===== src/rtl/park_pkg.sv =====
// park_pkg: types and constants shared by the parking-lot exit gate.
//   state_t     : exit FSM states (IDLE, CALC, PAY, OPEN)
//   COIN_*      : coin input encodings, coin_value() maps a code to units
//   ID_W/NO_VEH : vehicle ID width and the "no vehicle" ID
//   pop7()      : population count of the seven inside bits
package park_pkg;

  typedef enum logic [1:0] {
    S_IDLE = 2'd0,
    S_CALC = 2'd1,
    S_PAY  = 2'd2,
    S_OPEN = 2'd3
  } state_t;

  localparam int ID_W = 3;
  localparam logic [ID_W-1:0] NO_VEH = '0;

  localparam logic [1:0] COIN_NONE = 2'b00;
  localparam logic [1:0] COIN_1    = 2'b01;
  localparam logic [1:0] COIN_2    = 2'b10;
  localparam logic [1:0] COIN_5    = 2'b11;

  function automatic logic [7:0] coin_value(input logic [1:0] c);
    logic [7:0] v;
    case (c)
      COIN_1:  v = 8'd1;
      COIN_2:  v = 8'd2;
      COIN_5:  v = 8'd5;
      default: v = 8'd0;
    endcase
    return v;
  endfunction

  function automatic logic [2:0] pop7(input logic [7:1] v);
    logic [2:0] n;
    n = '0;
    for (int i = 1; i <= 7; i++) n = n + {2'b00, v[i]};
    return n;
  endfunction

endpackage


===== src/rtl/park_fee_calc.sv =====
// park_fee_calc: combinational exit fee from the stay duration.
//   i_now   : free-running time counter
//   i_stamp : entry timestamp of the exiting vehicle
//   o_fee   : min((i_now - i_stamp) >> UNIT_SHIFT, FEE_MAX-1) + 1
// The subtraction wraps modulo 2^TW, so stays shorter than 2^TW cycles
// are measured correctly even across a counter wrap.
module park_fee_calc #(
  parameter int TW         = 16,
  parameter int UNIT_SHIFT = 4,
  parameter int FEE_MAX    = 200
) (
  input  logic [TW-1:0] i_now,
  input  logic [TW-1:0] i_stamp,
  output logic [7:0]    o_fee
);

  localparam logic [TW-1:0] CAP_W = TW'(FEE_MAX - 1);
  localparam logic [7:0]    CAP_8 = 8'(FEE_MAX - 1);

  logic [TW-1:0] w_elapsed;
  logic [TW-1:0] w_units;
  logic [7:0]    w_fee_m1;

  assign w_elapsed = i_now - i_stamp;
  assign w_units   = w_elapsed >> UNIT_SHIFT;
  // Saturate before the +1 so the minimum fee is 1 and the maximum FEE_MAX.
  assign w_fee_m1  = (w_units > CAP_W) ? CAP_8 : w_units[7:0];
  assign o_fee     = w_fee_m1 + 8'd1;

endmodule


===== src/rtl/park_exit.sv =====
// park_exit: exit-side gate controller of the parking lot.
//   clk, reset : clock, synchronous active-high reset
//   ent_valid  : entry barrier opened this cycle, ent_id = entering vehicle
//   veh        : ID at the exit reader (0 = none)
//   coin       : 00 none, 01 = 1, 10 = 2, 11 = 5 units
//   BS_exit    : exit barrier open (HOLD cycles)
//   fee/paid/change : current transaction amounts, held until next CALC
//   error      : one-cycle pulse on payment timeout (paid amount refunded)
//   not_in     : one-cycle pulse when an ID not inside is presented
//   occupancy/full : registered vehicle count and count == 7
module park_exit
  import park_pkg::*;
#(
  parameter int TW          = 16,
  parameter int UNIT_SHIFT  = 4,
  parameter int FEE_MAX     = 200,
  parameter int PAY_TIMEOUT = 20,
  parameter int HOLD        = 2
) (
  input  logic            clk,
  input  logic            reset,
  input  logic            ent_valid,
  input  logic [ID_W-1:0] ent_id,
  input  logic [ID_W-1:0] veh,
  input  logic [1:0]      coin,
  output logic            BS_exit,
  output logic [7:0]      fee,
  output logic [7:0]      paid,
  output logic [7:0]      change,
  output logic            error,
  output logic            not_in,
  output logic [2:0]      occupancy,
  output logic            full
);

  localparam int TMR_W  = $clog2(PAY_TIMEOUT + 1);
  localparam int HOLD_W = $clog2(HOLD + 1);

  // time base and per-ID entry bookkeeping (bit/entry 0 unused: NO_VEH)
  logic [TW-1:0]    r_now;
  logic [7:0]       r_inside;
  logic [TW-1:0]    r_stamp [0:7];

  // FSM and transaction registers
  state_t           r_state;
  logic [ID_W-1:0]  r_id;
  logic [TMR_W-1:0] r_timer;
  logic [HOLD_W-1:0] r_hold;
  logic [7:0]       r_fee;
  logic [7:0]       r_paid;
  logic [7:0]       r_change;
  logic             r_bs;
  logic             r_err;
  logic             r_notin;
  logic [2:0]       r_occ;
  logic             r_full;

  logic             w_ent_rec;
  logic [7:0]       w_coin_val;
  logic [8:0]       w_sum9;
  logic [7:0]       w_sum;
  logic             w_pay_done;
  logic             w_timeout;
  logic [7:0]       w_fee;
  logic [2:0]       w_pop;

  // An ID already inside is never re-stamped; this also covers the cycle
  // in which its exit clears it, because r_inside is still set then.
  assign w_ent_rec  = ent_valid && (ent_id != NO_VEH) && !r_inside[ent_id];

  assign w_coin_val = coin_value(coin);
  assign w_sum9     = {1'b0, r_paid} + {1'b0, w_coin_val};
  assign w_sum      = w_sum9[8] ? 8'hFF : w_sum9[7:0];

  // A completing coin beats the timeout in the same cycle.
  assign w_pay_done = (r_state == S_PAY) && (coin != COIN_NONE) && (w_sum >= r_fee);
  assign w_timeout  = (r_state == S_PAY) && (r_timer == TMR_W'(PAY_TIMEOUT - 1)) && !w_pay_done;

  assign w_pop      = pop7(r_inside[7:1]);

  park_fee_calc #(
    .TW        (TW),
    .UNIT_SHIFT(UNIT_SHIFT),
    .FEE_MAX   (FEE_MAX)
  ) u_fee (
    .i_now  (r_now),
    .i_stamp(r_stamp[r_id]),
    .o_fee  (w_fee)
  );

  always_ff @(posedge clk) begin
    if (reset) r_now <= '0;
    else       r_now <= r_now + 1'b1;
  end

  // Timestamps need no reset: they are only read for IDs marked inside.
  always_ff @(posedge clk) begin
    if (w_ent_rec) r_stamp[ent_id] <= r_now;
  end

  always_ff @(posedge clk) begin
    if (reset) begin
      r_inside <= '0;
    end else begin
      if (w_ent_rec)  r_inside[ent_id] <= 1'b1;
      if (w_pay_done) r_inside[r_id]   <= 1'b0;
    end
  end

  // occupancy and full are registered together from the same popcount so
  // full always agrees with the occupancy value being presented.
  always_ff @(posedge clk) begin
    if (reset) begin
      r_occ  <= '0;
      r_full <= 1'b0;
    end else begin
      r_occ  <= w_pop;
      r_full <= (w_pop == 3'd7);
    end
  end

  always_ff @(posedge clk) begin
    if (reset) begin
      r_state  <= S_IDLE;
      r_id     <= NO_VEH;
      r_timer  <= '0;
      r_hold   <= '0;
      r_fee    <= '0;
      r_paid   <= '0;
      r_change <= '0;
      r_bs     <= 1'b0;
      r_err    <= 1'b0;
      r_notin  <= 1'b0;
    end else begin
      r_err   <= 1'b0;
      r_notin <= 1'b0;
      case (r_state)
        S_IDLE: begin
          if (veh != NO_VEH) begin
            if (r_inside[veh]) begin
              r_id    <= veh;
              r_state <= S_CALC;
            end else begin
              r_notin <= 1'b1;
            end
          end
        end
        S_CALC: begin
          r_fee    <= w_fee;
          r_paid   <= '0;
          r_change <= '0;
          r_timer  <= '0;
          r_state  <= S_PAY;
        end
        S_PAY: begin
          r_timer <= r_timer + 1'b1;
          if (w_pay_done) begin
            r_change <= w_sum - r_fee;
            r_bs     <= 1'b1;
            r_hold   <= '0;
            r_state  <= S_OPEN;
          end else if (w_timeout) begin
            // vehicle stays inside; everything inserted is refunded
            r_err    <= 1'b1;
            r_change <= r_paid;
            r_state  <= S_IDLE;
          end else if (coin != COIN_NONE) begin
            r_paid <= w_sum;
          end
        end
        S_OPEN: begin
          if (r_hold == HOLD_W'(HOLD - 1)) begin
            r_bs    <= 1'b0;
            r_state <= S_IDLE;
          end else begin
            r_hold <= r_hold + 1'b1;
          end
        end
        default: r_state <= S_IDLE;
      endcase
    end
  end

  assign BS_exit   = r_bs;
  assign fee       = r_fee;
  assign paid      = r_paid;
  assign change    = r_change;
  assign error     = r_err;
  assign not_in    = r_notin;
  assign occupancy = r_occ;
  assign full      = r_full;

endmodule


===== config.mk =====
export PLATFORM = sky130hd
export DESIGN_NAME = park_exit
export DESIGN_NICKNAME = d
export VERILOG_FILES = /design/src/rtl/park_pkg.sv /design/src/rtl/park_fee_calc.sv /design/src/rtl/park_exit.sv
export SDC_FILE = /design/constraint.sdc
export NUM_CORES = 1
export LEC_CHECK = 0
export CORE_ASPECT_RATIO = 2
export CORE_MARGIN = 3
export CORE_UTILIZATION = 60
export DETAILED_ROUTE_END_ITERATION = 10
export PLACE_DENSITY = 0.79
export SKIP_LAST_GASP = 1
export SLEW_MARGIN = 25
export SYNTH_ARGS = -nofsm -noshare
export SYNTH_HDL_FRONTEND = slang
export SYNTH_SLANG_ARGS = --single-unit

===== constraint.sdc =====
create_clock -name clk -period 14.3 [get_ports clk]
set_input_delay 1.43 -clock clk [delete_from_list [all_inputs] [get_ports clk]]
set_output_delay 1.43 -clock clk [all_outputs]
set_load 0.01 [all_outputs]

# Word level (Yosys, flattened, before mapping)
# Memory sizes are Yosys's and may differ from the RTL's. A register that Yosys moved wholly into a read port is not among the register bits.
# Index checks and enable logic that the tools add are counted.
# totals
in_bits	11
mem_bits_rw	128
regBits	67
n_memories	1
out_inout_bits	31
# op_classes
eq_ne	18
bitwise_logic	6
n_reduce_logical	24
n_mux	40
addsub	13
n_lt_le_gt_ge	7
# memory_table
memory	depth	word_bits	rd	rd_ports_with_merged_regs	write_ports	line	rtl
r_stamp	8	16	1	1	1	park_exit.sv:42	logic [TW-1:0] r_stamp [0:7];
# ops
operator	n
8-bit 2-to-1 mux	10
8-bit one-hot mux with 2 select lines	2
16-bit by 1-bit adder with 16-bit output, second input constant	1
16-bit subtractor	1
2-bit 2-to-1 mux	7
2-bit != test, second input constant	7
3-bit by 1-bit adder with 3-bit output	4
12-bit by 8-bit > comparator with 1-bit output, second input constant	1
3-bit by 4-bit < comparator with 1-bit output, second input constant	3
1-bit 2-to-1 mux	10
5-bit one-hot mux with 2 select lines	1
8-bit by 8-bit adder with 9-bit output	1
3-bit one-hot mux with 3 select lines	1
3-bit AND reduction	3
8-bit by 1-bit adder with 8-bit output, second input constant	1
8-bit bitwise AND	1
2-bit == test, second input constant	4
8-bit greater-or-equal comparator	1
1-bit logical AND	8
8-bit inverter	1
8-bit bitwise OR	1
2-bit one-hot mux with 4 select lines	1
4-bit AND reduction	2
8-bit subtractor	1
other kinds (22)	35

# Longest topological paths before layout
# Gate-level depths: netlist (run 1).
# depth
word_depth	11
mapped_depth	21
depth_no_buf	19

# Hierarchy
# From an unflattened synthesis (run 1), not the netlist that was laid out.
# unflattened
hier_cells	739
area_unflattened_um2	9477.8
# modules_own_cells
mod	cells_per_inst	instances	seq_area_each_um2	area_each_um2
park_exit	606	1	5245.0	8508.2
park_fee_calc	133	1	0.0	969.7

# Worst setup path before layout (run 1)
# OpenSTA, ideal clock, no wires.
# synth_timing
kind	input to register
start	input port coin[0]
end	register r_change[0], in the netlist change[0]
n_path_buf	1
path_slack_ps	9028
required_ps	14241
setup_ps	59
cell_stages	19
arrival_time_ps	5212
path_cell_list	and2_1 > ha_1 > nor2b_1 > o21a_1 > and2_1 > nand4_1 > nor2b_1 > ha_1 > inv_1 > fa_1 > a21o_1 > a21oi_1 > o21ai_1 > a211oi_1 > o21a_1 > clkbuf_1 > nand3_1 > a21oi_1 > a22o_1
# synth_between
elab_chain_cells	10
# synth_lines
element	line	rtl
start, declared	park_exit.sv:25	input logic [1:0] coin,
2-bit == test / 2-bit by 1-bit == test with 1-bit output (equally long branches)	park_pkg.sv:25	case (c)
3-bit one-hot mux with 3 select lines	park_pkg.sv:25	
8-bit by 8-bit adder with 9-bit output	park_exit.sv:72	assign w_sum9 = {1'b0, r_paid} + {1'b0, w_coin_val};
8-bit 2-to-1 mux	park_exit.sv:73	assign w_sum = w_sum9[8] ? 8'hFF : w_sum9[7:0];
8-bit greater-or-equal comparator	park_exit.sv:76	assign w_pay_done = (r_state == S_PAY) && (coin != COIN_NONE) && (w_sum >= r_fee);
1-bit logical AND	park_exit.sv:76	
1-bit zero test	park_exit.sv:77	assign w_timeout = (r_state == S_PAY) && (r_timer == TMR_W'(PAY_TIMEOUT - 1)) && !w_pay_done;
1-bit logical AND	park_exit.sv:77	
3-bit != test (no source line)	n/a	
2-bit AND reduction (no source line)	n/a	
end signal, assigned	park_exit.sv:158	r_change <= w_sum - r_fee;
end signal, assigned	park_exit.sv:165	r_change <= r_paid;
end, declared	park_exit.sv:51	logic [7:0] r_change;
# Parallel ways exist; a longest one is shown, timed or not.
# A chain may end at the register's enable or synchronous reset.

# Final worst setup path (run 1)
# layout_timing
start	input port coin[0]
end	register r_paid[2], in the netlist paid[2]
# layout_between
elab_chain_cells	10
# layout_lines
element	line	rtl
2-bit == test / 2-bit by 1-bit == test with 1-bit output (equally long branches)	park_pkg.sv:25	
3-bit one-hot mux with 3 select lines	park_pkg.sv:25	
8-bit by 8-bit adder with 9-bit output	park_exit.sv:72	
8-bit 2-to-1 mux	park_exit.sv:73	
8-bit greater-or-equal comparator	park_exit.sv:76	
1-bit logical AND	park_exit.sv:76	
1-bit zero test	park_exit.sv:77	
1-bit logical AND	park_exit.sv:77	
2-bit != test (no source line)	n/a	
4-bit AND reduction (no source line)	n/a	
end signal, assigned	park_exit.sv:168	r_paid <= w_sum;
end, declared	park_exit.sv:50	logic [7:0] r_paid;
# Parallel ways exist; a longest one is shown, timed or not. The select of a mux whose other input is x is not followed.

==> reports/summary.txt, run 1 <==
Unique masters post-synth -> 64
share of layout cells above drive strength 1 -> 11.0%
clock power share -> 37.3%
max cap viols -> 0
WL final -> 21600 um
P_leak -> 0.00385 uW
vias per cell -> 6.28
Final HPWL DP -> 15200 um
Fin Hold WS -> 469 ps
largest net degree at the start of global routing -> 58
Seq pwr share -> 49.5%
most area-hungry cell type in the Yosys netlist -> edfxtp_1
flops & latches, synth -> 198
Area Overhead vs Synth -> 13.4%
worst rel slew slack -> 31.9%
power consumption -> 1280 uW
synthesized area -> 9430 um^2
Hold WC Path Type -> flip-flop to flip-flop
Synth Area in Compound Gates -> 9.84%
Inserted Diodes -> 0
largest cells by area after synthesis -> edfxtp_1 (41%), dfxtp_1 (15%), mux4_2 (8.1%)
Clock Skew -> 8.98 ps
commonest non-fill, non-tap cell in the layout -> edfxtp_1
critical path launch point type -> primary input
initial DRC count -> 497
post-synthesis adder-cell area fraction -> 5.78%
fin. max-slew vios -> 0
CTS Hold Bufs -> 0
first-pass GRT wire length -> 33900 um
Root Buffer -> clkbuf_16
CP delay by family, top -> simple AND/OR/NAND/NOR gates
setup TNS -> 0 ps
GRT overflow -> 0
Mapped Cells -> 751
worst slew pin tran -> 1020 ps
clk_lat worst skew -> 440 ps
H-tree depth -> 4
post-synth top area share -> 40.8%
most frequent cells in the layout -> edfxtp_1 (128), dfxtp_1 (69), nor2_1 (59)
final worst-path cycle share -> 42.1%
clock tree sinks -> 198
DR DRC count -> 0
async set-reset flop share out of synthesis -> 0%
register area share after synthesis -> 55.6%
syn avg cell area -> 12.6 um^2
CP Data Required Time -> 14680 ps
Worst path slowest cell -> nor4_1
CP Buf/Inv Count -> 2
Simple-Gate Fraction of Synth Area -> 12.0%
routed len/inst -> 21.2 um
gr usage total -> 26.5%
Setup Buffers After CTS -> 0
die height -> 183 um
via count -> 6392
Starting Density -> 61.3%
fin area -> 10700 um^2
post-synthesis xor/xnor area fraction -> 3.24%
largest family of logic cells by synthesized area -> simple AND/OR/NAND/NOR gates
full die area -> 17400 um^2
Sw Pwr -> 328 uW
critical-path cell list -> clkdlybuf4s50_1 -> and2_1 -> ha_1 -> nor2b_1 -> o21a_1 -> and2_1 -> nand4_1 -> nor2b_1 -> ha_1 -> inv_1 -> fa_1 -> a21o_1 -> a21oi_1 -> o21ai_1 -> a211oi_1 -> o21ai_1 -> nor4_1 -> a22o_1
number of fill cells -> 1104
Peak VDD IR -> 0.000103 V
PD cells -> 120 nW/um^2
# setup viols final -> 0
crit path time final -> 6020 ps
final net count -> 858
switch share -> 25.6%
WS Path Type -> primary input to flip-flop
antenna violations before repair -> 0
standard-cell rows -> 64
Final ANT Viol Nets -> 0
f_max -> 166 MHz
I/O pin count -> 42
routability cong. -> 0.974
max incr delay on CP -> 870 ps
Internal -> 953 uW
DRT Pass-1 Iters -> 5
EDFF count, synth -> 128
number of global-route vias before repair -> 6599
endpoint class of the critical path -> flip-flop
combinational share of power -> 13.2%
Worst-path clk slew -> 70 ps
Buffers on Ports -> 41
crit-path max FO -> 10
Top FF cell, synth -> edfxtp_1
Num CTS Buffers -> 17
Post-CTS Resized -> 0
status -> finished, final reports clean
synth warn -> 0
Final Hold Fails -> 0
Bufs on Longest Clock Path -> 2
chip width -> 94.7 um
CTS tree -> built
mux cell area share after synthesis -> 10.9%
Core Area -> 15400 um^2
RSZ-0062 raised after global routing -> false
Area after DPL -> 10100 um^2
Worst EP arrival -> 6400 ps
## layout make-up
type / instances / area (um^2) / share of cell area (%)
inverter: 34 / 128 / 1.19
tap: 198 / 248 / 2.32
clock inverter: 15 / 165 / 1.54
sequential: 198 / 5250 / 49.0
clock buffer: 17 / 425 / 3.98
timing repair buffer: 51 / 480 / 4.49
multi-input combinational: 505 / 4000 / 37.4
## registers in the layout, indices dropped and copies added, names as in the netlist, named ones only
register,cells
r_hold,2
r_now,16
occupancy,3
BS_exit,1
paid,8
not_in,1
fee,8
change,8
full,1
r_inside,8
r_timer,5
r_state,2
r_stamp,128
r_id,3
error,1
## Yosys cell counts (5+ instances only)
library cell / count
dfxtp_1: 70
clkbuf_1: 22
nand4_1: 10
o21ai_0: 18
edfxtp_1: 128
o21a_1: 5
o21bai_1: 6
nor2b_1: 13
mux4_2: 34
a211oi_1: 10
inv_1: 34
a21oi_1: 38
ha_1: 34
nand2b_1: 15
nand2_1: 33
mux2i_1: 26
nor2_1: 59
a21o_1: 9
and3_1: 11
a22o_1: 12
xnor2_1: 12
o31ai_1: 5
xor2_1: 21
and2_1: 8
nor3_1: 11
or3_1: 5
fa_1: 6
nand3_1: 29
## cell families (layout without fill, tap and decap cells)
| family | Yosys count | after routing |
|---|---|---|
| other cells | 1 | 16 |
| simple gates | 218 | 218 |
| flops | 198 | 198 |
| compound gates | 137 | 137 |
| buf+inv | 63 | 117 |
| fa+ha+maj | 40 | 40 |
| xor+xnor | 34 | 34 |
| mux | 60 | 60 |
## routing by layer
layer  global-route usage, %  share of wire [%]
met1                    26.2                 34
met3                    4.35                3.7
met4                    18.3                6.8
met5                       0                  0
met2                    48.5                 55
## final timing paths
kind	cells past startpoint	startpoint	slack, ps	endpoint
hold / removal	2	r_inside[0]$_SDFF_PP0_	470	r_inside[0]$_SDFF_PP0_
setup / recovery	18	coin[0]	8280	paid[2]$_SDFFE_PP0P_
setup reg to reg	16	paid[0]$_SDFFE_PP0P_	9420	paid[2]$_SDFFE_PP0P_
hold reg to reg	2	r_inside[0]$_SDFF_PP0_	470	r_inside[0]$_SDFF_PP0_
## per-stage QoR
step           worst slack (ps)  std cells  util [%]
2_1_floorplan              9030        766         -
3_3_place_gp               8050        986      65.7
3_5_place_dp               7890        986      65.7
4_1_cts                    8360       1018      69.6
5_1_grt                    7860       1018      69.6
6_report                   8280       1018      69.6
## tightest hold or removal path: cells and delay by family (launching register included)
| family | cells | cell delay [ps] |
|---|---|---|
| flops | 1 | 320 |
| compound gates | 1 | 40 |
| simple gates | 1 | 70 |
## power groups by stage
stage,combinational (uW),clock (uW),sequential (uW)
after detailed placement,168,0,646
after CTS,169,489,633
final,169,478,634
after floorplan,116,0,645
after global routing,188,514,635
after global placement,163,0,645
Note: power is estimated with default switching activity, not from simulation.
==> run 2, diff against run 1 <==
==> constraint.sdc (replaced) <==
create_clock -name clk -period 5.8 [get_ports clk]
set_input_delay 0.58 -clock clk [delete_from_list [all_inputs] [get_ports clk]]
set_output_delay 0.58 -clock clk [all_outputs]
set_load 0.01 [all_outputs]
==> run 2 against run 1 <==
Net effect:
- sequential power rose by 150%
- wire length fell by 0.31%
- die area did not move
- combinational power rose by 150%
- largest cell class unchanged
- cell area rose by 0.69%
- sequential cell count did not move
- critical path depth rose by 1
- total power rose by 150%
==> reports/summary.txt, run 2 (synthesis results as in run 1) <==
status -> finished, final reports clean
standard-cell rows -> 64
RSZ-0062 raised after global routing -> false
Worst path slowest cell -> a2111oi_0
most frequent cells in the layout -> edfxtp_1 (128), dfxtp_1 (68), nor2_1 (59)
critical path launch point type -> primary input
worst rel slew slack -> 51.0%
Peak VDD IR -> 0.000262 V
commonest non-fill, non-tap cell in the layout -> edfxtp_1
Worst-path clk slew -> 60 ps
# setup viols final -> 0
hold endpoint -> r_inside[0]$_SDFF_PP0_
max cap viols -> 0
max incr delay on CP -> 530 ps
fin area -> 10800 um^2
Setup Buffers After CTS -> 0
Num CTS Buffers -> 17
CTS tree -> built
Worst EP arrival -> 5150 ps
CP Data Required Time -> 6110 ps
worst setup slack after layout -> 953 ps
PD cells -> 293 nW/um^2
full die area -> 17400 um^2
Top reg by flops -> r_stamp
Core Area -> 15400 um^2
Final HPWL DP -> 15200 um
Area after DPL -> 10100 um^2
Starting Density -> 61.3%
crit path time final -> 4850 ps
f_max -> 206 MHz
share of layout cells above drive strength 1 -> 11.6%
Bufs on Longest Clock Path -> 2
Root Buffer -> clkbuf_16
Final ANT Viol Nets -> 0
die height -> 183 um
WL final -> 21500 um
CTS Hold Bufs -> 0
DRT Pass-1 Iters -> 4
clock tree sinks -> 198
clk_lat worst skew -> 420 ps
Final Hold Fails -> 0
via count -> 6323
P_leak -> 0.00390 uW
r2r setup slk -> 1080 ps
crit-path max FO -> 8
first-pass GRT wire length -> 33800 um
WS Path Type -> primary input to flip-flop
fin. max-slew vios -> 0
Area Overhead vs Synth -> 14.2%
endpoint class of the critical path -> flip-flop
final net count -> 865
DR DRC count -> 0
Post-CTS Resized -> 0
Clock Skew -> 10.9 ps
routability cong. -> 0.977
Inserted Diodes -> 0
I/O pin count -> 42
gr usage total -> 26.2%
worst slack, placed -> 553 ps
H-tree depth -> 4
number of global-route vias before repair -> 6524
largest net degree at the start of global routing -> 58
setup TNS -> 0 ps
routed len/inst -> 21.0 um
worst slew pin tran -> 735 ps
hold depth -> 2
max reg flops -> 128
critical-path cell list -> clkdlybuf4s50_1 -> and2_1 -> ha_1 -> nor2b_1 -> o21a_1 -> and2_1 -> nand4_1 -> nor2b_1 -> ha_1 -> inv_1 -> fa_1 -> a21o_1 -> a21oi_1 -> o21ai_1 -> a211oi_1 -> o21bai_1 -> a2111oi_0 -> nor3b_2 -> a22o_1
Hold WC Path Type -> flip-flop to flip-flop
initial DRC count -> 420
GRT overflow -> 0
Largest regs -> r_stamp (128), r_now (16)
RR Endpoint -> fee[4]$_SDFFE_PP0N_
antenna violations before repair -> 0
vias per cell -> 6.17
chip width -> 94.7 um
Buffers on Ports -> 41
Worst Reg-to-Reg Cells -> 16
critical hold path startpoint -> r_inside[0]$_SDFF_PP0_
final worst-path cycle share -> 83.6%
-- run 2: per-stage QoR --
step / utilization [%] / instances / hold WS (ps) / power (uW)
after global routing: 70.1 / 1025 / 474 / 3280
after floorplan: - / 766 / 424 / 1880
after detailed placement: 66.0 / 992 / 446 / 2010
after global placement: 66.0 / 992 / 437 / 1990
after CTS: 69.8 / 1024 / 460 / 3170
final: 70.1 / 1025 / 462 / 3150
-- run 2: how the worst max path moves through the flow --
stage / slack, ps / end / from / cells past startpoint
after floorplan: 980 / fee[6]$_SDFFE_PP0N_ / flip-flop / 19
after global placement: 710 / paid[6]$_SDFFE_PP0P_ / coin[0] / 20
after detailed placement: 550 / paid[7]$_SDFFE_PP0P_ / coin[0] / 20
after CTS: 980 / paid[2]$_SDFFE_PP0P_ / coin[0] / 20
after global routing: 640 / paid[6]$_SDFFE_PP0P_ / coin[0] / 19
final: 950 / paid[2]$_SDFFE_PP0P_ / coin[0] / 19
-- run 2: power by group --
part           total, uW  switching [uW]  leakage [uW]  internal (uW)
registers           1570            33.6       0.00178           1530
clock network       1170             501      0.000300            666
logic                422             246       0.00183            176
-- run 2: area by class of cell --
type,count,area [um^2]
sequential,198,5250
fill,1104,4600
multi-input combinational,505,4000
timing repair buffer,58,553
clock buffer,22,485
tap,198,248
inverter,34,128
clock inverter,10,105
-- run 2: worst max-delay path: cells and delay by family --
kind	cells	cell delay [ps]
adders and majority gates	3	880
and+or+nand+nor	6	1180
buffers and inverters	2	510
AOI/OAI and AO/OA	8	2010
-- run 2: routing by layer --
metal	track usage (%)	wire length (um)	vias up
li1	-	-	2949
met1	27.1	7680	3150
met2	49.5	12300	169
met3	3.57	561	55
met4	13.6	988	0
met5	0	0	-
==> run 3, diff against run 2 <==
==> constraint.sdc (replaced) <==
create_clock -name clk -period 4.8 [get_ports clk]
set_input_delay 0.48 -clock clk [delete_from_list [all_inputs] [get_ports clk]]
set_output_delay 0.48 -clock clk [all_outputs]
set_load 0.01 [all_outputs]
==> run 3 against run 2 <==
Net effect:
- first-iteration DRC count grew 5.7%
- critical path type unchanged
- register-to-register slack got worse by 700 ps
- worst setup slack worse by 670 ps
- critical endpoint is now paid[3]$_SDFFE_PP0P_
- largest cell class unchanged
==> reports/summary.txt, run 3 (synthesis results as in run 1) <==
H-tree depth -> 4
GRT overflow -> 0
Internal -> 2910 uW
Worst-path clk slew -> 70 ps
PD cells -> 358 nW/um^2
switch share -> 24.9%
final worst-path cycle share -> 94.2%
Peak VDD IR -> 0.000257 V
WL final -> 21700 um
I/O pin count -> 42
share of layout cells above drive strength 1 -> 12.0%
Hold WC Path Type -> flip-flop to flip-flop
Top reg by flops -> r_stamp
antenna violations before repair -> 0
endpoint class of the critical path -> flip-flop
r2r setup slk -> 380 ps
f_max -> 221 MHz
RSZ-0062 raised after global routing -> false
Clock Skew -> 9.30 ps
power consumption -> 3880 uW
Sw Pwr -> 965 uW
routability cong. -> 1.11
critical hold path startpoint -> r_inside[0]$_SDFF_PP0_
met3 WL -> 808 um
number of global-route vias before repair -> 6609
chip width -> 94.7 um
RR Endpoint -> fee[6]$_SDFFE_PP0N_
worst slack, placed -> -159 ps
Seq pwr share -> 48.7%
DR DRC count -> 0
commonest non-fill, non-tap cell in the layout -> edfxtp_1
crit-path max FO -> 8
clk_lat worst skew -> 420 ps
die height -> 183 um
CTS tree -> built
initial DRC count -> 444
CP Data Required Time -> 5110 ps
DR WL met2 -> 12100 um
Core Util, Final -> 70.3%
critical path launch point type -> primary input
Core Area -> 15400 um^2
max reg flops -> 128
P_leak -> 0.00391 uW
vias per cell -> 6.28
hold endpoint -> r_inside[0]$_SDFF_PP0_
first-pass GRT wire length -> 34100 um
Inserted Diodes -> 0
crit path time final -> 4520 ps
clock power share -> 37.6%
Num CTS Buffers -> 17
Final Hold Fails -> 0
Largest regs -> r_stamp (128), r_now (16)
# setup viols final -> 0
combinational share of power -> 13.6%
routed len/inst -> 21.1 um
CTS Hold Bufs -> 0
number of fill cells -> 1057
worst setup slack after layout -> 279 ps
Buffers on Ports -> 41
Highest Signal Layer -> met4
Area Overhead vs Synth -> 14.7%
full die area -> 17400 um^2
standard-cell rows -> 64
WS Path Type -> primary input to flip-flop
Final HPWL DP -> 15100 um
DRT Pass-1 Iters -> 5
clock tree sinks -> 198
via count -> 6463
Root Buffer -> clkbuf_16
Bufs on Longest Clock Path -> 2
final net count -> 869
status -> finished, final reports clean
worst rel slew slack -> 32.9%
Worst EP arrival -> 4830 ps
gr usage total -> 26.2%
hold depth -> 2
largest net degree at the start of global routing -> 58
Final ANT Viol Nets -> 0
fin. max-slew vios -> 0
most frequent cells in the layout -> edfxtp_1 (128), dfxtp_1 (69), nor2_1 (59)
worst slew pin tran -> 1010 ps
Worst Reg-to-Reg Cells -> 16
Fin Hold WS -> 466 ps
Starting Density -> 61.3%
max cap viols -> 0
M1 WL -> 7510 um
==> run 3: cell types whose count changed in the layout (fill, tap and decap cells not counted), sizes merged <==
cell / before / now
inv: 39 / 38
bufinv: 2 / 3
buf: 18 / 22
clkbuf: 22 / 18
clkinvlp: 0 / 2
clkinv: 3 / 5
==> run 3: routing by layer <==
| layer | vias up | GRT usage, % |
|---|---|---|
| met3 | 88 | 3.82 |
| met5 | - | 0 |
| li1 | 2950 | - |
| met4 | 0 | 16.1 |
| met1 | 3189 | 26.3 |
| met2 | 236 | 48.9 |
==> run 3: critical path: stages <==
cell             delay [ps]
clkdlybuf4s50_1         450
and2_1                  180
ha_1                    300
nor2b_1                 160
o21a_1                  180
and2_1                  170
nand4_1                 100
nor2b_1                 210
ha_1                    200
inv_1                    60
fa_1                    390
a21o_1                  170
a21oi_1                 190
o21ai_1                 130
a211oi_2                350
o21bai_1                110
a2111oi_1               480
nor3b_1                 250
a21o_1                  280
==> run 3: power by group through the flow <==
| stage | Clock, uW | Sequential, uW | Combinational [uW] |
|---|---|---|---|
| after global routing | 1540 | 1890 | 579 |
| after global placement | 0 | 1920 | 494 |
| after detailed placement | 0 | 1930 | 515 |
| after floorplan | 0 | 1920 | 346 |
| final | 1460 | 1890 | 528 |
| after CTS | 1490 | 1890 | 519 |
==> run 3: how the worst max path moves through the flow <==
stage,end,cells past startpoint,slack [ps],from
global placement,paid[1]$_SDFFE_PP0P_,19,60,coin[0]
CTS,paid[3]$_SDFFE_PP0P_,19,230,coin[0]
floorplan,fee[6]$_SDFFE_PP0N_,19,210,flip-flop
detailed placement,paid[7]$_SDFFE_PP0P_,20,-160,coin[0]
finish,paid[3]$_SDFFE_PP0P_,19,280,coin[0]
global route,paid[7]$_SDFFE_PP0P_,19,20,coin[0]
==> run 3: what timing repair did <==
| action | CTS | global route |
|---|---|---|
| setup endpoints to repair | 0 | 8 |
| resized for setup | 0 | 2 |
| buffers inserted | 0 | 0 |
==> run 3: cell type report <==
class | instances | area (um^2) | share of cell area, %
clock inverter | 14 | 174 | 1.61
multi-input combinational | 505 | 4010 | 37.0
tap | 198 | 248 | 2.29
inverter | 34 | 128 | 1.18
sequential | 198 | 5250 | 48.5
clock buffer | 18 | 439 | 4.06
timing repair buffer | 62 | 576 | 5.32
==> run 3: per-stage QoR <==
step           setup TNS (ps)  area, um^2  cells
2_1_floorplan               0        9490    766
3_3_place_gp                0       10200    997
3_5_place_dp            -1140       10200    997
4_1_cts                     0       10800   1029
5_1_grt                     0       10800   1029
6_report                    0       10800   1029
